==> config.mk <==
export PLATFORM = sky130hd
export DESIGN_NAME = countdown_ctrl
export DESIGN_NICKNAME = d
export VERILOG_FILES = /design/src/rtl/countdown_ctrl.sv
export SDC_FILE = /design/constraint.sdc
export NUM_CORES = 1
export LEC_CHECK = 0
export ABC_AREA = 1
export CAP_MARGIN = 20
export CORE_UTILIZATION = 39
export CTS_BUF_LIST = sky130_fd_sc_hd__clkbuf_4 sky130_fd_sc_hd__clkbuf_8 sky130_fd_sc_hd__clkbuf_16
export CTS_CLUSTER_SIZE = 8
export DETAILED_ROUTE_END_ITERATION = 10
export REMOVE_ABC_BUFFERS = 1
export SYNTH_ARGS = -nofsm -noshare
export SYNTH_HDL_FRONTEND = slang
export SYNTH_SLANG_ARGS = --single-unit
==> constraint.sdc <==
create_clock -name clk_i -period 4.18 [get_ports clk_i]
set_clock_uncertainty 0.2 [all_clocks]
set_input_delay 0.627 -clock clk_i [delete_from_list [all_inputs] [get_ports clk_i]]
set_output_delay 0.627 -clock clk_i [all_outputs]
set_load 0.05 [all_outputs]
==> src/rtl/countdown_ctrl.sv <==
// Run/pause/abort controller for a down_counter: issues one-cycle enable pulses every PRESCALE
// clocks until the fed-back count reaches zero, then pulses done.
module countdown_ctrl #(
    parameter int unsigned WIDTH    = 4,
    parameter int unsigned PRESCALE = 4
) (
    input  logic             clk_i,
    input  logic             rst_ni,
    input  logic             start_i,
    input  logic             pause_i,
    input  logic             abort_i,
    input  logic [WIDTH-1:0] count_i,
    output logic             cnt_enable_o,
    output logic             busy_o,
    output logic             done_o,
    output logic [WIDTH-1:0] pulses_o
);

    typedef enum logic [1:0] {StIdle, StRun, StPaused, StDone} state_e;

    localparam logic [15:0]      PrescMax  = 16'(PRESCALE - 1);
    localparam logic [WIDTH-1:0] PulsesMax = '1;

    state_e           state_q, state_d;
    logic [15:0]      presc_q, presc_d;
    logic             en_q, en_d;
    logic             busy_q, busy_d;
    logic             done_q, done_d;
    logic [WIDTH-1:0] pulses_q, pulses_d;
    logic             count_zero;

    assign count_zero = (count_i == '0);

    always_comb begin
        state_d  = state_q;
        presc_d  = presc_q;
        en_d     = 1'b0;
        done_d   = 1'b0;
        pulses_d = pulses_q;

        if (abort_i) begin
            state_d = StIdle;
            presc_d = '0;
        end else begin
            unique case (state_q)
                StIdle, StDone: begin
                    if (start_i) begin
                        presc_d  = '0;
                        pulses_d = '0;
                        if (count_zero) begin
                            state_d = StDone;
                            done_d  = 1'b1;
                        end else begin
                            state_d = StRun;
                        end
                    end
                end
                StRun, StPaused: begin
                    if (pause_i) begin
                        state_d = StPaused;
                    end else begin
                        state_d = StRun;
                        // count is stale while an enable is in flight, so never finish then
                        if (count_zero && !en_q) begin
                            state_d = StDone;
                            done_d  = 1'b1;
                        end else if (presc_q == PrescMax) begin
                            presc_d = '0;
                            if (!count_zero) begin
                                en_d = 1'b1;
                                if (pulses_q != PulsesMax) begin
                                    pulses_d = pulses_q + WIDTH'(1);
                                end
                            end
                        end else begin
                            presc_d = presc_q + 16'd1;
                        end
                    end
                end
                default: state_d = StIdle;
            endcase
        end

        busy_d = (state_d == StRun) || (state_d == StPaused);
    end

    always_ff @(posedge clk_i or negedge rst_ni) begin
        if (!rst_ni) begin
            state_q  <= StIdle;
            presc_q  <= '0;
            en_q     <= 1'b0;
            busy_q   <= 1'b0;
            done_q   <= 1'b0;
            pulses_q <= '0;
        end else begin
            state_q  <= state_d;
            presc_q  <= presc_d;
            en_q     <= en_d;
            busy_q   <= busy_d;
            done_q   <= done_d;
            pulses_q <= pulses_d;
        end
    end

    assign cnt_enable_o = en_q;
    assign busy_o       = busy_q;
    assign done_o       = done_q;
    assign pulses_o     = pulses_q;

endmodule

* After elaboration in Yosys (flattened, before gate mapping)
Index checks and enable logic that the tools add are counted.
** Word-level totals
- Bits of input ports :: 9
- Bits in registers :: 25
- Logic and storage cells :: 65
- Output and inout port bits :: 7
** Cells by class
- Equality and inequality tests :: 16
- Bitwise gates (word level) :: 1
- Add/subtract/negate cells :: 2
- Multiplexer cells :: 31
- Reduce and logical (&&, ||, !) cells :: 9
** Operator list (count)
- 16-bit two-way mux :: 5
- 16-bit case mux with 2 select lines :: 1
- 4-bit two-way mux :: 6
- 16-bit by 1-bit adder with 16-bit output (second input constant) :: 1
- 16-bit by 2-bit equality test with 1-bit output (second input constant) :: 1
- 2-bit != test (second input constant) :: 6
- 1-bit two-way mux :: 11
- 2-bit two-way mux :: 5
- 3-bit != test (second input constant) :: 3
- 4-bit case mux with 2 select lines :: 1
- 7-bit AND reduction :: 1
- 2-bit equality test (second input constant) :: 3
- 4-bit by 1-bit adder with 4-bit output (second input constant) :: 1
- 2-bit by 1-bit equality test with 1-bit output (second input constant) :: 2
- 4-bit zero test :: 1
- 4-bit != test (second input constant) :: 1
- 2-bit case mux with 2 select lines :: 1
- 2-bit OR reduction :: 2
- 3-bit AND reduction :: 1
- 2-bit zero test :: 1
- 1-bit case mux with 2 select lines :: 1
- 1-bit logical AND :: 1
- 1-bit zero test :: 1
- 1-bit logical OR :: 1
- 1-bit NOT :: 1

* Longest topological paths before layout
Gate-level depths: netlist of the first run.
- Word-level depth :: 8
- Mapped depth :: 11
- Depth with buffers taken out :: 11

* Worst setup path before layout of the first run
No wires, ideal clock.
- Kind :: register -> register
- From :: register pulses_q[0] (netlist: pulses_o[0])
- To :: register pulses_q[1] (netlist: pulses_o[1])
- Data required time :: 3.914 ns
- Arrival :: 1.583 ns
- Library setup time :: 0.066 ns
- Cell stages (with the launch flop) :: 10
- Slack :: 2.331 ns
- Buffers on the path :: 0
- Cell sequence :: dfrtp_1 > ha_1 > nand2_1 > inv_1 > nand2_1 > a21oi_1 > nor2_4 > nand2_2 > nand2_1 > nand2_1
** Between the ends
- Longest elaborated chain between the ends :: 7
** Ends and longest elaborated chain
- start: declaration :: RTL line 29 : logic [WIDTH-1:0] pulses_q, pulses_d;
- start signal: assignment :: RTL line 101 : pulses_q <= pulses_d;
- 4-bit by 1-bit adder with 4-bit output :: RTL line 72 : pulses_d = pulses_q + WIDTH'(1);
- 4-bit two-way mux :: RTL line 71 : if (pulses_q != PulsesMax) begin
- 4-bit two-way mux :: RTL line 69 : if (!count_zero) begin
- 4-bit two-way mux :: RTL line 67 : end else if (presc_q == PrescMax) begin
- 4-bit two-way mux :: RTL line 64 : if (count_zero && !en_q) begin
- 4-bit two-way mux :: RTL line 59 : if (pause_i) begin
- 4-bit case mux with 2 select lines :: RTL line 45 : unique case (state_q)
Several ways; a longest one is shown, not always the timed one. The select of a mux whose other input is x is not followed.
A chain may end at the register's enable or synchronous reset.

* Worst setup path after layout of the first run
- From :: register pulses_q[0] (netlist: pulses_o[0])
- To :: output port pulses_o[0]
** RTL lines
- end: declaration :: RTL line 16 : output logic [WIDTH-1:0] pulses_o
No word-level cell between the ends.

==> summary.txt, run 1 <==
Worst setup path
  • CP delay by family, top: buffers and inverters
  • Critical path peak fanout: 5
  • R2r worst-path depth: 8
  • Slowest cell delay on critical path: 0.83 ns
  • Critical R2R Capture: presc_q[14]$_DFFE_PN0P_
  • Worst r2r src: presc_q[0]$_DFFE_PN0P_
  • Crit Path Class: reg -> out
  • Critical path's slowest cell: clkdlybuf4s50_1
  • Worst path depth: 1
  • WP data required: 3.35 ns
  • Reg2reg setup slack: 2.28 ns
  • CP bufs+invs: 1
  • Crit path cell chain: clkdlybuf4s50_1
  • CP endpoint kind: output port
  • Crit path launch type: register
  • CP arrival: 1.55 ns

Clock tree
  • CTS tree: yes
  • H-tree Lvls: 1
  • Max Buffers Root-to-Sink: 2
  • Clk Latency, worst-skew pair: 0.28 ns
  • Hold-fix buffers at CTS: 0
  • Post_cts resized: 0
  • Post-CTS Setup Repair Bufs: 0
  • Clk sink count: 25
  • TritonCTS buffer count: 3
  • CTS Root Cell: clkbuf_8
  • Clock-pin slew on the worst setup and hold paths: 0.10 ns

Synthesis
  • Number of library cell types mapped by synthesis: 25
  • Post-synth ARST share: 100%
  • Top cells by area, synth: dfrtp_1 36%, nand2_1 17%, nand3_1 9.9%
  • FF+latch count, synth: 25
  • Syn_area_per_cell: 6.82 um2
  • Sequential fraction of the synthesis area: 36.2%
  • Synth Instances: 253
  • Post-synth EDFFs: 0
  • Mapped cell area: 1730 um2
  • Synthesis Warnings: 0
  • Synth top area share: 36.2%
  • Synth Flop Type: dfrtp_1
  • Largest area contributor in the netlist: dfrtp_1

Drt
  • Vias per cell: 4.97
  • DR DRC count: 0
  • Wire per inst: 12.1 um
  • DR vias: 1575
  • Pre-antenna DRT Iters: 4
  • Drt first-iter violations: 84
  • Final ANT Viol Nets: 0
  • Post-Route WL: 3.82 mm

STA
  • Fin crit period: 2.38 ns
  • Final hold viol count: 0
  • Unrepaired setup endpoints after global routing: false
  • Min Hold Slack: 0.361 ns
  • Setup slack after layout: 1.80 ns
  • Fmax: 421 MHz
  • Final Slew Violations: 0
  • Setup TNS: 0 ns
  • Setup Viol. Count Final: 0
  • Worst slew pin tran: 0.490 ns
  • Worst rel slew slack: 67.2%
  • Post-route clock period utilization: 56.8%

Floorplan
  • Die area: 4700 um2
  • Die width: 68.5 um
  • Die Height: 68.5 um
  • Core area: 4120 um2
  • Initial core utilization: 42.0%
  • Core Rows: 23
  • I/O pin count: 16

Finish
  • Final net count: 279
  • N_diodes: 0
  • Design area: 1950 um2
  • Area delta synth->final: 13.0%
  • Leading cell type in the layout, fill and taps excluded: nand2_1
  • Most frequent cells in the layout: 77 x nand2_1, 35 x nor2_1, 34 x nand3_1
  • Fill count: 439
  • Layout cell share with drive strength beyond 1: 10.5%

Pwr
  • VDD IR max: 0.146 mV
  • Sw Ratio: 39.3%
  • Power Dens Cells: 333 nW/um2
  • Reported net switching power: 0.255 mW
  • Int Pwr: 0.394 mW
  • Leak Pwr: 0.908 nW
  • Seq pwr share: 43.9%
  • Power Total: 0.650 mW
  • Gate power share: 32.6%
  • Clk network pwr share: 23.5%

Run status
  • Run status: finished, final reports clean

GRT
  • Tot GR Track Use: 18.8%
  • Global routing usage on met3: 1.97%
  • Vias in the first global route: 1464
  • Largest net degree at the start of global routing: 26
  • Initial antenna violation count: 0
  • Busiest grt layer: met2
  • First-pass GRT wire length: 6.47 mm
  • Gr ovfl total: 0
  • Met2 GRT Util: 32.0%
  • GRT met1 Usage: 24.5%

Placed design
  • Area post-placement: 1900 um2
  • Routability cong.: 0.821
  • Setup WS pre-CTS: 1.76 ns
  • IO Port Bufs: 15
  • Dpl hpwl: 2.80 mm

Run
  • Max-capacitance violation count: 0

Hold path
  • Worst hold endpoint: presc_q[15]$_DFFE_PN0P_
  • Hold Crit Class: reg -> reg
  • Min-delay src: presc_q[15]$_DFFE_PN0P_
  • Worst hold stages: 3
[Yosys cell counts, types with 4 or more instances]
master	count
o21ai_0	4
nor2_1	35
nand4_1	11
inv_1	21
nand2_1	77
xor2_1	4
nor2_4	4
inv_2	5
nand3_1	34
dfrtp_1	25
nand2_2	6
[kinds of logic (layout without fill, tap and decap cells)]
kind of cell               count (synthesis)  in the layout  synth area share (%)
adders and majority gates                  2              2                  1.45
buffers and inverters                     32             46                  8.26
xor gates and xnor gates                   4              4                  2.03
AOI/OAI and AO/OA                          8              8                  2.32
and+or+nand+nor                          182            182                  49.7
DFF                                       25             25                  36.2
[how the worst max path moves through the flow]
stage                                 start                 endpoint
finish              pulses_o[0]$_DFFE_PN0P_              pulses_o[0]
global route        pulses_o[2]$_DFFE_PN0P_              pulses_o[2]
CTS                 pulses_o[0]$_DFFE_PN0P_              pulses_o[0]
detailed placement               count_i[1]   presc_q[1]$_DFFE_PN0P_
global placement                    abort_i   presc_q[1]$_DFFE_PN0P_
floorplan           pulses_o[0]$_DFFE_PN0P_  pulses_o[1]$_DFFE_PN0P_
[final cells by class]
cell class	instances	area [um2]	area share, %
tap	50	62.6	3.21
clock inverter	1	7.51	0.385
clock buffer	3	41.3	2.12
sequential	25	626	32.1
timing repair buffer	16	158	8.08
multi-input combinational	196	958	49.1
inverter	26	97.6	5.00
[per-stage QoR]
stage,util (%),instances
after floorplan,-,247
after global placement,46.2,313
after detailed placement,46.2,313
after CTS,47.4,317
after global routing,47.4,317
final,47.4,317
[state kept, by name, summed over array words and instances, names as in the netlist]
| register | cells |
|---|---|
| pulses_o | 4 |
| presc_q | 16 |
| state_q | 2 |
| cnt_enable_o | 1 |
| done_o | 1 |
| busy_o | 1 |
[power by group through the flow]
| stage | clock network, mW | logic (mW) | registers, mW |
|---|---|---|---|
| floorplan | 0 | 0.0965 | 0.335 |
| global placement | 0 | 0.213 | 0.289 |
| detailed placement | 0 | 0.214 | 0.289 |
| CTS | 0.156 | 0.214 | 0.285 |
| global route | 0.169 | 0.234 | 0.289 |
| finish | 0.153 | 0.212 | 0.285 |
[routing by layer]
metal	part of all wire (%)	up-vias
met3	3.9	5
met2	46	32
met1	49	704
li1	-	834
met5	0	-
met4	1.4	0
Note: power is estimated with default switching activity, not from simulation.
==> inputs of run 2 (changes only) <==
==> constraint.sdc (replaced) <==
create_clock -name clk_i -period 2.45 [get_ports clk_i]
set_clock_uncertainty 0.2 [all_clocks]
set_input_delay 0.3675 -clock clk_i [delete_from_list [all_inputs] [get_ports clk_i]]
set_output_delay 0.3675 -clock clk_i [all_outputs]
set_load 0.05 [all_outputs]
==> summary.txt, run 2 (synthesized netlist as in run 1, its figures left out) <==
Run status
  • Run status: finished, final reports clean (unchanged)

Worst setup path
  • CP bufs+invs: 1 (unchanged)
  • Crit path cell chain: clkdlybuf4s50_1 (unchanged)
  • CP delay by family, top: buffers and inverters (unchanged)
  • Slowest cell delay on critical path: 0.83 ns (about the same)
  • CP endpoint kind: output port (unchanged)
  • Critical path's slowest cell: clkdlybuf4s50_1 (unchanged)
  • WP data required: 1.88 ns (was 3.35 ns)
  • Crit path launch type: register (unchanged)
  • Critical R2R Capture: presc_q[14]$_DFFE_PN0P_ (unchanged)
  • Crit Path Class: reg -> out (unchanged)
  • R2r worst-path depth: 8 (unchanged)
  • Reg2reg setup slack: 0.54 ns (was 2.28 ns)
  • CP arrival: 1.53 ns (was 1.55 ns)
  • Worst r2r src: presc_q[0]$_DFFE_PN0P_ (unchanged)
  • Critical path peak fanout: 5 (unchanged)

Clock tree
  • Clock-pin slew on the worst setup and hold paths: 0.09 ns (was 0.10 ns)
  • Clk sink count: 25 (unchanged)
  • Max Buffers Root-to-Sink: 2 (unchanged)
  • Post-CTS Setup Repair Bufs: 0 (unchanged)
  • CTS Root Cell: clkbuf_8 (unchanged)
  • Hold-fix buffers at CTS: 0 (unchanged)
  • Clk Latency, worst-skew pair: 0.27 ns (was 0.28 ns)
  • H-tree Lvls: 1 (unchanged)
  • CTS tree: yes (unchanged)
  • Post_cts resized: 0 (unchanged)
  • TritonCTS buffer count: 3 (unchanged)

Pwr
  • Clk network pwr share: 22.8% (was 23.5%)
  • Reported net switching power: 0.424 mW (was 0.255 mW)
  • Int Pwr: 0.674 mW (was 0.394 mW)
  • VDD IR max: 0.229 mV (was 0.146 mV)
  • Power Dens Cells: 561 nW/um2 (was 333 nW/um2)
  • Gate power share: 33.0% (was 32.6%)
  • Sw Ratio: 38.6% (was 39.3%)
  • Seq pwr share: 44.2% (was 43.9%)
  • Leak Pwr: 0.913 nW (was 0.908 nW)

Drt
  • Final ANT Viol Nets: 0 (unchanged)
  • Post-Route WL: 3.83 mm (was 3.82 mm)
  • Drt first-iter violations: 85 (was 84)
  • DR DRC count: 0 (unchanged)
  • Pre-antenna DRT Iters: 4 (unchanged)
  • Vias per cell: 5.01 (was 4.97)
  • DR vias: 1593 (was 1575)
  • Wire per inst: 12.1 um (about the same)

Finish
  • Design area: 1960 um2 (was 1950 um2)
  • Storage element area: 626 um2 (unchanged)
  • Layout cell share with drive strength beyond 1: 10.8% (was 10.5%)
  • Leading cell type in the layout, fill and taps excluded: nand2_1 (unchanged)
  • Most frequent cells in the layout: 77 x nand2_1, 35 x nor2_1, 34 x nand3_1 (unchanged)
  • N_diodes: 0 (unchanged)
  • Final net count: 280 (was 279)
  • Final Core Density: 47.6% (was 47.4%)
  • Max FFs per register: 16 (unchanged)
  • Area delta synth->final: 13.4% (was 13.0%)
  • Multi-input gate area: 958 um2 (unchanged)
  • Biggest register: presc_q (unchanged)
  • Fill count: 418 (was 439)

Floorplan
  • Die width: 68.5 um (unchanged)
  • Die area: 4700 um2 (unchanged)
  • Core area: 4120 um2 (unchanged)
  • Initial core utilization: 42.0% (unchanged)
  • I/O pin count: 16 (unchanged)
  • Core Rows: 23 (unchanged)
  • Die Height: 68.5 um (unchanged)

STA
  • Worst slew pin tran: 0.495 ns (was 0.490 ns)
  • Fmax: 476 MHz
  • Setup TNS: 0 ns (unchanged)
  • Setup slack after layout: 0.349 ns (was 1.80 ns)
  • Fin crit period: 2.10 ns
  • Unrepaired setup endpoints after global routing: false (unchanged)
  • Worst rel slew slack: 66.9% (was 67.2%)
  • Final Slew Violations: 0 (unchanged)
  • Setup Viol. Count Final: 0 (unchanged)
  • Final hold viol count: 0 (unchanged)
  • Post-route clock period utilization: 85.8%

Placed design
  • Dpl hpwl: 2.81 mm (was 2.80 mm)
  • Area post-placement: 1910 um2 (was 1900 um2)
  • Routability cong.: 0.826 (was 0.821)
  • Setup WS pre-CTS: 0.275 ns (was 1.76 ns)
  • IO Port Bufs: 15 (unchanged)

GRT
  • First-pass GRT wire length: 6.69 mm (was 6.47 mm)
  • Tot GR Track Use: 19.3% (was 18.8%)
  • Largest net degree at the start of global routing: 26 (unchanged)
  • Vias in the first global route: 1490 (was 1464)
  • Initial antenna violation count: 0 (unchanged)
  • Gr ovfl total: 0 (unchanged)

Hold path
  • Hold Crit Class: in -> async (was reg -> reg)

Run
  • Max-capacitance violation count: 0 (unchanged)
run 2: stage by stage:
step,power (mW),instances,hold WS [ns]
floorplan,0.736,247,-0.128
global route,1.18,318,0.307
CTS,1.12,318,0.267
finish,1.10,318,0.257
global placement,0.859,314,0.322
detailed placement,0.861,314,0.333
run 2: cell type report:
type / count / share of cell area (%)
clock buffers: 3 / 2.11
clock inverters: 1 / 0.383
inverters: 26 / 4.98
multi-input cells: 196 / 48.9
flip-flops and latches: 25 / 31.9
well taps: 50 / 3.19
repair buffers: 17 / 8.43
run 2: power groups by stage:
stage          clock (mW)  combinational [mW]  sequential [mW]
2_1_floorplan           0               0.165            0.572
5_1_grt             0.282               0.401            0.494
3_5_place_dp            0               0.368            0.494
4_1_cts             0.265               0.369            0.486
3_3_place_gp            0               0.366            0.494
6_report            0.250               0.363            0.485
run 2: worst max-delay path by stage:
stage                                   end  cells past startpoint               startpoint  slack, ns
floorplan           pulses_o[1]$_DFFE_PN0P_                      9  pulses_o[0]$_DFFE_PN0P_       0.60
global route                    pulses_o[2]                      1  pulses_o[2]$_DFFE_PN0P_       0.27
CTS                             pulses_o[0]                      1  pulses_o[0]$_DFFE_PN0P_       0.34
detailed placement   presc_q[1]$_DFFE_PN0P_                     10               count_i[1]       0.27
global placement     presc_q[1]$_DFFE_PN0P_                     10               count_i[1]       0.31
finish                          pulses_o[2]                      1  pulses_o[2]$_DFFE_PN0P_       0.35
run 2: routing by layer:
layer | global-route usage [%] | part of all wire (%)
met1 | 25.4 | 48
met2 | 32.4 | 47
met3 | 2.14 | 3.4
met4 | 7.29 | 1.4
met5 | 0 | 0
==> inputs of run 3 (changes only) <==
--- a/config.mk
+++ b/config.mk
@@ -7,7 +7,7 @@
 export LEC_CHECK = 0
 export ABC_AREA = 1
 export CAP_MARGIN = 20
-export CORE_UTILIZATION = 39
+export CORE_UTILIZATION = 43
 export CTS_BUF_LIST = sky130_fd_sc_hd__clkbuf_4 sky130_fd_sc_hd__clkbuf_8 sky130_fd_sc_hd__clkbuf_16
 export CTS_CLUSTER_SIZE = 8
 export DETAILED_ROUTE_END_ITERATION = 10
==> summary.txt, run 3 (synthesized netlist as in run 1, its figures left out) <==
Run status
  • Run status: finished, final reports clean (unchanged)

Finish
  • Most frequent cells in the layout: 77 x nand2_1, 35 x nor2_1, 34 x nand3_1 (unchanged)
  • Final Non-Filler Cells: 316 (was 318)
  • Final Core Density: 52.2% (was 47.6%)
  • Max FFs per register: 16 (unchanged)
  • Area delta synth->final: 13.1% (was 13.4%)
  • Final net count: 280 (unchanged)
  • N_diodes: 0 (unchanged)
  • Leading cell type in the layout, fill and taps excluded: nand2_1 (unchanged)
  • Biggest register: presc_q (unchanged)
  • Layout cell share with drive strength beyond 1: 10.8% (unchanged)

Placed design
  • Routability cong.: 0.831 (was 0.826)
  • IO Port Bufs: 15 (unchanged)
  • Dpl hpwl: 2.85 mm (was 2.81 mm)
  • Setup WS pre-CTS: 0.280 ns (was 0.275 ns)
  • Placed cells: 312 (was 314)

STA
  • Fmax: 477 MHz (was 476 MHz)
  • Final hold viol count: 0 (unchanged)
  • Worst slew pin tran: 0.494 ns (was 0.495 ns)
  • Fin crit period: 2.09 ns (was 2.10 ns)
  • Setup Viol. Count Final: 0 (unchanged)
  • Unrepaired setup endpoints after global routing: false (unchanged)
  • Post-route clock period utilization: 85.5% (was 85.8%)
  • Setup TNS: 0 ns (unchanged)
  • Final Slew Violations: 0 (unchanged)
  • Setup slack after layout: 0.355 ns (was 0.349 ns)
  • Worst rel slew slack: 66.9% (about the same)

Drt
  • Wire per inst: 12.6 um (was 12.1 um)
  • DR vias: 1634 (was 1593)
  • Drt first-iter violations: 75 (was 85)
  • Pre-antenna DRT Iters: 4 (unchanged)
  • Final ANT Viol Nets: 0 (unchanged)
  • Post-Route WL: 3.97 mm (was 3.83 mm)
  • Vias per cell: 5.17 (was 5.01)
  • DR DRC count: 0 (unchanged)

GRT
  • Initial antenna violation count: 0 (unchanged)
  • Gr ovfl total: 0 (unchanged)
  • Largest net degree at the start of global routing: 26 (unchanged)
  • First-pass GRT wire length: 6.95 mm (was 6.69 mm)
  • Tot GR Track Use: 21.4% (was 19.3%)
  • Vias in the first global route: 1509 (was 1490)

Clock tree
  • CTS tree: yes (unchanged)
  • H-tree Lvls: 1 (unchanged)
  • Max Buffers Root-to-Sink: 2 (unchanged)
  • Clk Latency, worst-skew pair: 0.28 ns (was 0.27 ns)
  • CTS Root Cell: clkbuf_8 (unchanged)
  • Clk sink count: 25 (unchanged)
  • Hold-fix buffers at CTS: 0 (unchanged)
  • Post-CTS Setup Repair Bufs: 0 (unchanged)
  • TritonCTS buffer count: 3 (unchanged)
  • Post_cts resized: 0 (unchanged)
  • Clock-pin slew on the worst setup and hold paths: 0.09 ns (about the same)

Worst setup path
  • WP data required: 1.88 ns (about the same)
  • CP delay by family, top: buffers and inverters (unchanged)
  • Reg2reg setup slack: 0.58 ns (was 0.54 ns)
  • Crit Path Class: reg -> out (unchanged)
  • Critical path's slowest cell: clkdlybuf4s50_1 (unchanged)
  • Critical path peak fanout: 5 (unchanged)
  • Crit path launch type: register (unchanged)
  • Critical R2R Capture: presc_q[14]$_DFFE_PN0P_ (unchanged)
  • CP bufs+invs: 1 (unchanged)
  • CP endpoint kind: output port (unchanged)
  • CP arrival: 1.53 ns (about the same)
  • R2r worst-path depth: 8 (unchanged)
  • Crit path cell chain: clkdlybuf4s50_1 (unchanged)
  • Slowest cell delay on critical path: 0.82 ns (was 0.83 ns)
  • Worst r2r src: presc_q[0]$_DFFE_PN0P_ (unchanged)

Floorplan
  • I/O pin count: 16 (unchanged)
  • Initial core utilization: 46.1% (was 42.0%)
  • Die area: 4270 um2 (was 4700 um2)
  • Core Rows: 22 (was 23)
  • Core area: 3740 um2 (was 4120 um2)
  • Die Height: 65.4 um (was 68.5 um)
  • Die width: 65.4 um (was 68.5 um)

Hold path
  • Hold Crit Class: in -> async (unchanged)

Pwr
  • Power Total: 1.11 mW (was 1.10 mW)
  • Power Dens Cells: 566 nW/um2 (was 561 nW/um2)
  • Leak Pwr: 0.916 nW (was 0.913 nW)
  • VDD IR max: 0.234 mV (was 0.229 mV)

Run
  • Max-capacitance violation count: 0 (unchanged)
-- run 3: stage by stage --
stage | hold slack, ns | area, um2
2_1_floorplan | -0.128 | 1680
3_3_place_gp | 0.334 | 1910
3_5_place_dp | 0.340 | 1910
4_1_cts | 0.267 | 1950
5_1_grt | 0.294 | 1950
6_report | 0.254 | 1950
-- run 3: how the worst max path moves through the flow --
stage	end	slack (ns)	startpoint	cells past startpoint
6_report	pulses_o[2]	0.36	pulses_o[2]$_DFFE_PN0P_	1
5_1_grt	pulses_o[2]	0.29	pulses_o[2]$_DFFE_PN0P_	1
4_1_cts	pulses_o[0]	0.34	pulses_o[0]$_DFFE_PN0P_	1
3_5_place_dp	presc_q[1]$_DFFE_PN0P_	0.28	count_i[1]	10
3_3_place_gp	presc_q[1]$_DFFE_PN0P_	0.32	count_i[1]	10
2_1_floorplan	pulses_o[1]$_DFFE_PN0P_	0.60	pulses_o[0]$_DFFE_PN0P_	9
-- run 3: final cells by class --
cell class              instances  area [um2]
inverters                      26        97.6
fillers                       399        1790
clock inverters                 1        5.00
well taps                      48        60.1
multi-input cells             196         958
clock buffers                   3        41.3
repair buffers                 17         165
flip-flops and latches         25         626
-- run 3: metal layers --
metal,up-vias,wire length (um),global-route usage (%)
met3,7,214,2.08
met5,-,0,0
met4,0,82,9.24
met1,742,1810,28.1
met2,47,1860,35.4
li1,838,-,-
-- run 3: power by group --
group	internal, mW	switching [mW]	leakage (nW)
clock network	0.114	0.142	0.0255
logic	0.111	0.255	0.547
registers	0.447	0.0370	0.343
total	0.672	0.434	0.916
==> RTL change 1: new RTL, settings of run 3 <==
Set the parameter `WIDTH` to 6 (it was 4).
--- a/src/rtl/countdown_ctrl.sv
+++ b/src/rtl/countdown_ctrl.sv
@@ -3,3 +3,3 @@
 module countdown_ctrl #(
-    parameter int unsigned WIDTH    = 4,
+    parameter int unsigned WIDTH    = 6,
     parameter int unsigned PRESCALE = 4
Ports: changed (resized count_i and pulses_o); port bits go from 16 to 20. The function was not compared with the original's and may differ.
==> RTL change 1 against run 3 <==
- highest routed layer unchanged
- non-clock buffer count grew 7
- setup slack got worse by 0.049 ns
- wire length increased by 9.9%
- register-to-register slack got worse by 0.11 ns
- sequential power decreased by 3%
- total power down 15%
- synthesized area increased by 3.0%
- sequential cell count is 2 higher
- design area grew 5.3%
- global-route usage up 1.1 points
- critical path type unchanged
==> RTL change 1: results <==
group,metric,value,unit
outcome,status,"finished clean",
routing,wl_met2,1.866,mm
routing,wire_per_inst,13.01,um
synthesis,synthTopCellsByCount,"nand2_1, nor2_1, nand3_1, dfrtp_1, inv_1",
critical_path,ff2ff_setup_slack,0.47,ns
synthesis,synthCells,265,
critical_path,r2r_end,"pulses_o[5]",
routing,viasPerCell,5.075,
routing,wl_met3,97,um
synthesis,synthDistinctLibCells,28,
critical_path,reg2reg_from,"presc_q[1]",
timing,fin_hold_ws,0.2595,ns
grt,grt_first_pass_wirelength,7.514,mm
critical_path,worstPathArrival,1.58,ns
synthesis,yosysSeqAreaShare,38.00,%
placement,placed_area,0.002007,mm^2
cells_and_area,fin_nets,299,
grt,track_usage,22.49,%
routing,met1_length,2.338,mm
cells_and_area,fill_cells,418,
critical_path,max_stage_delay,0.84,ns
critical_path,worstSetupStartpoint,"pulses_o[4]",
placement,hpwl,3.175,mm
routing,drtIter0Drc,103,
grt,use_met3,2.069,%
timing,worst_pin_slew,0.4963,ns
grt,grt_pass1_vias,1547,
grt,grt_start_max_net_pins,28,
cells_and_area,stdcell_count,335,
RTL change 1: area by class of cell:
cell class	count	share of cell area, %
sequential	27	32.87
clock inverter	1	0.3652
inverter	27	4.930
multi-input combinational	203	45.71
timing repair buffer	24	11.08
clock buffer	3	2.009
tap	50	3.043
RTL change 1: cells by family (layout without fill, tap and decap cells):
group,Yosys count,count (layout),synth area share (%)
compound gates,18,18,5.489
xor+xnor,2,2,0.9854
fa+ha+maj,2,2,1.407
buf+inv,35,55,9.148
flops,27,27,38.00
simple gates,181,181,44.97
RTL change 1: metrics by stage:
step	setup slack (ns)	util (%)	power, mW
finish	0.3069	51.76	0.9429
global route	0.2674	51.76	0.9952
global placement	0.4146	50.54	0.6785
CTS	0.3074	51.76	0.9519
floorplan	0.5372	-	0.5929
detailed placement	0.4302	50.54	0.6805
RTL change 1: power by group:
part           total [mW]  internal [mW]  switching (mW)
Combinational       0.201         0.0604           0.141
Sequential          0.469          0.458          0.0112
Clock               0.273          0.116           0.157
Total               0.943          0.634           0.309
==> RTL change 2: new RTL, config.mk and constraints of run 3 <==
Made on the original files. Register the output `cnt_enable_o` once more; this adds one clock of latency there. The other outputs are not delayed to match.
--- a/src/rtl/countdown_ctrl.sv
+++ b/src/rtl/countdown_ctrl.sv
@@ -104,3 +104,5 @@
 
-    assign cnt_enable_o = en_q;
+    always_ff @(posedge clk_i) begin
+        cnt_enable_o <= en_q;
+    end
     assign busy_o       = busy_q;
Check against the original RTL: not equivalent (a bounded check fails within 10 cycles, from zero or initial values and one cycle with rst_ni low).
==> RTL change 2 against run 3 <==
- combinational power increased by 1%
- sequential share of layout area rose by 0.86 points
- design area rose by 0.51%
- wire length is 3.3% lower
- cell count grew 0.32%
- synthesized area down 0.29%
- sequential cell count is 1 higher
- core utilization rose by 0.27 points
- clock power grew 44%
- total power grew 12%
- global-route usage down 0.59 points
- setup slack worse by 0.0089 ns
- critical path type unchanged
==> RTL change 2: results <==
group,metric,value,unit
cts,ctsHtreeMaxLevel,1,
placement,gp_congestion,0.8389,
synthesis,syn_avg_cell_area,6.752,um^2
cts,post_cts.repair.setup_buffers,0,
placement,placed_area,0.001892,mm^2
grt,track_usage,20.77,%
outcome,status,"finished clean",
power,p_per_area,633.7,mW/mm^2
routing,viasPerCell,5.057,
routing,drt-total-wl,3.838,mm
critical_path,max_stage_delay,0.83,ns
cts,clk_pin_slew,0.10,ns
routing,wl_met2,1.804,mm
critical_path,reg2reg_from,"presc_q[0]",
critical_path,worstSetupStartpoint,"pulses_o[0]",
cells_and_area,top_register,"presc_q",
routing,wl_met3,123,um
routing,drtIter0Drc,116,
synthesis,yosysSeqAreaShare,37.50,%
grt,met2_usage,34.28,%
cells_and_area,drive_gt1_share,9.294,%
cells_and_area,fill_cells,392,
grt,grt_pass1_vias,1467,
critical_path,rr_worst_depth,8,
grt,grt_start_max_net_pins,26,
grt,grt_first_pass_wirelength,6.886,mm
power,p_leak,0.9188,nW
placement,pre_cts_ws,0.3734,ns
synthesis,synth_area_leaders,"dfrtp_1, nand2_1, nand3_1",
critical_path,ff2ff_setup_slack,0.51,ns
critical_path,crit_fanout,5,
placement,place_inst,313,
timing,worst_pin_slew,0.4917,ns
cells_and_area,diodes,0,
critical_path,worstPathArrival,1.54,ns
power,comb-power,0.370,mW
timing,fin_crit,2.103,ns
synthesis,synth-async-reset-ratio,96.15,%
cells_and_area,stdcell_count,317,
routing,met1_length,1.885,mm
power,power_clock,0.369,mW
min_path,min-delay-path-class,"register to register",
placement,hpwl,2.803,mm
synthesis,synthTopCellsByCount,"nand2_1, nor2_1, nand3_1, dfrtp_1, inv_1",
critical_path,endpoint,"pulses_o[0]",
routing,highest_layer,"met4",
power,internal_power,0.7979,mW
cells_and_area,fin_nets,281,
grt,grt_util_met1,28.32,%
power,irDropWorstVdd,0.0004823,V
grt,use_met3,3.819,%
## RTL change 2: worst min path at each step
stage / startpoint / end / slack (ns) / cells past startpoint
floorplan: rst_ni / busy_o / -0.13 / 0
global placement: en_q / cnt_enable_o / 0.15 / 0
detailed placement: en_q / cnt_enable_o / 0.16 / 0
CTS: en_q / cnt_enable_o / 0.18 / 0
global route: en_q / cnt_enable_o / 0.20 / 0
finish: en_q / cnt_enable_o / 0.18 / 0
## RTL change 2: cell type report
type	instances	area (um^2)	share of cell area [%]
clock inverters	1	30.03	1.530
clock buffers	3	41.29	2.103
flip-flops and latches	26	645.6	32.89
repair buffers	17	165.2	8.413
multi-input cells	197	927.1	47.23
well taps	48	60.06	3.059
inverters	25	93.84	4.780
## RTL change 2: cell families after synthesis
group / Yosys count / synth area share [%]
XOR/XNOR: 4 / 2.035
buffers and inverters: 32 / 8.648
AND/OR/NAND/NOR: 185 / 48.62
adder cells (fa/ha/maj): 2 / 1.453
AO/OA/AOI/OAI: 6 / 1.744
flip-flops: 26 / 37.50
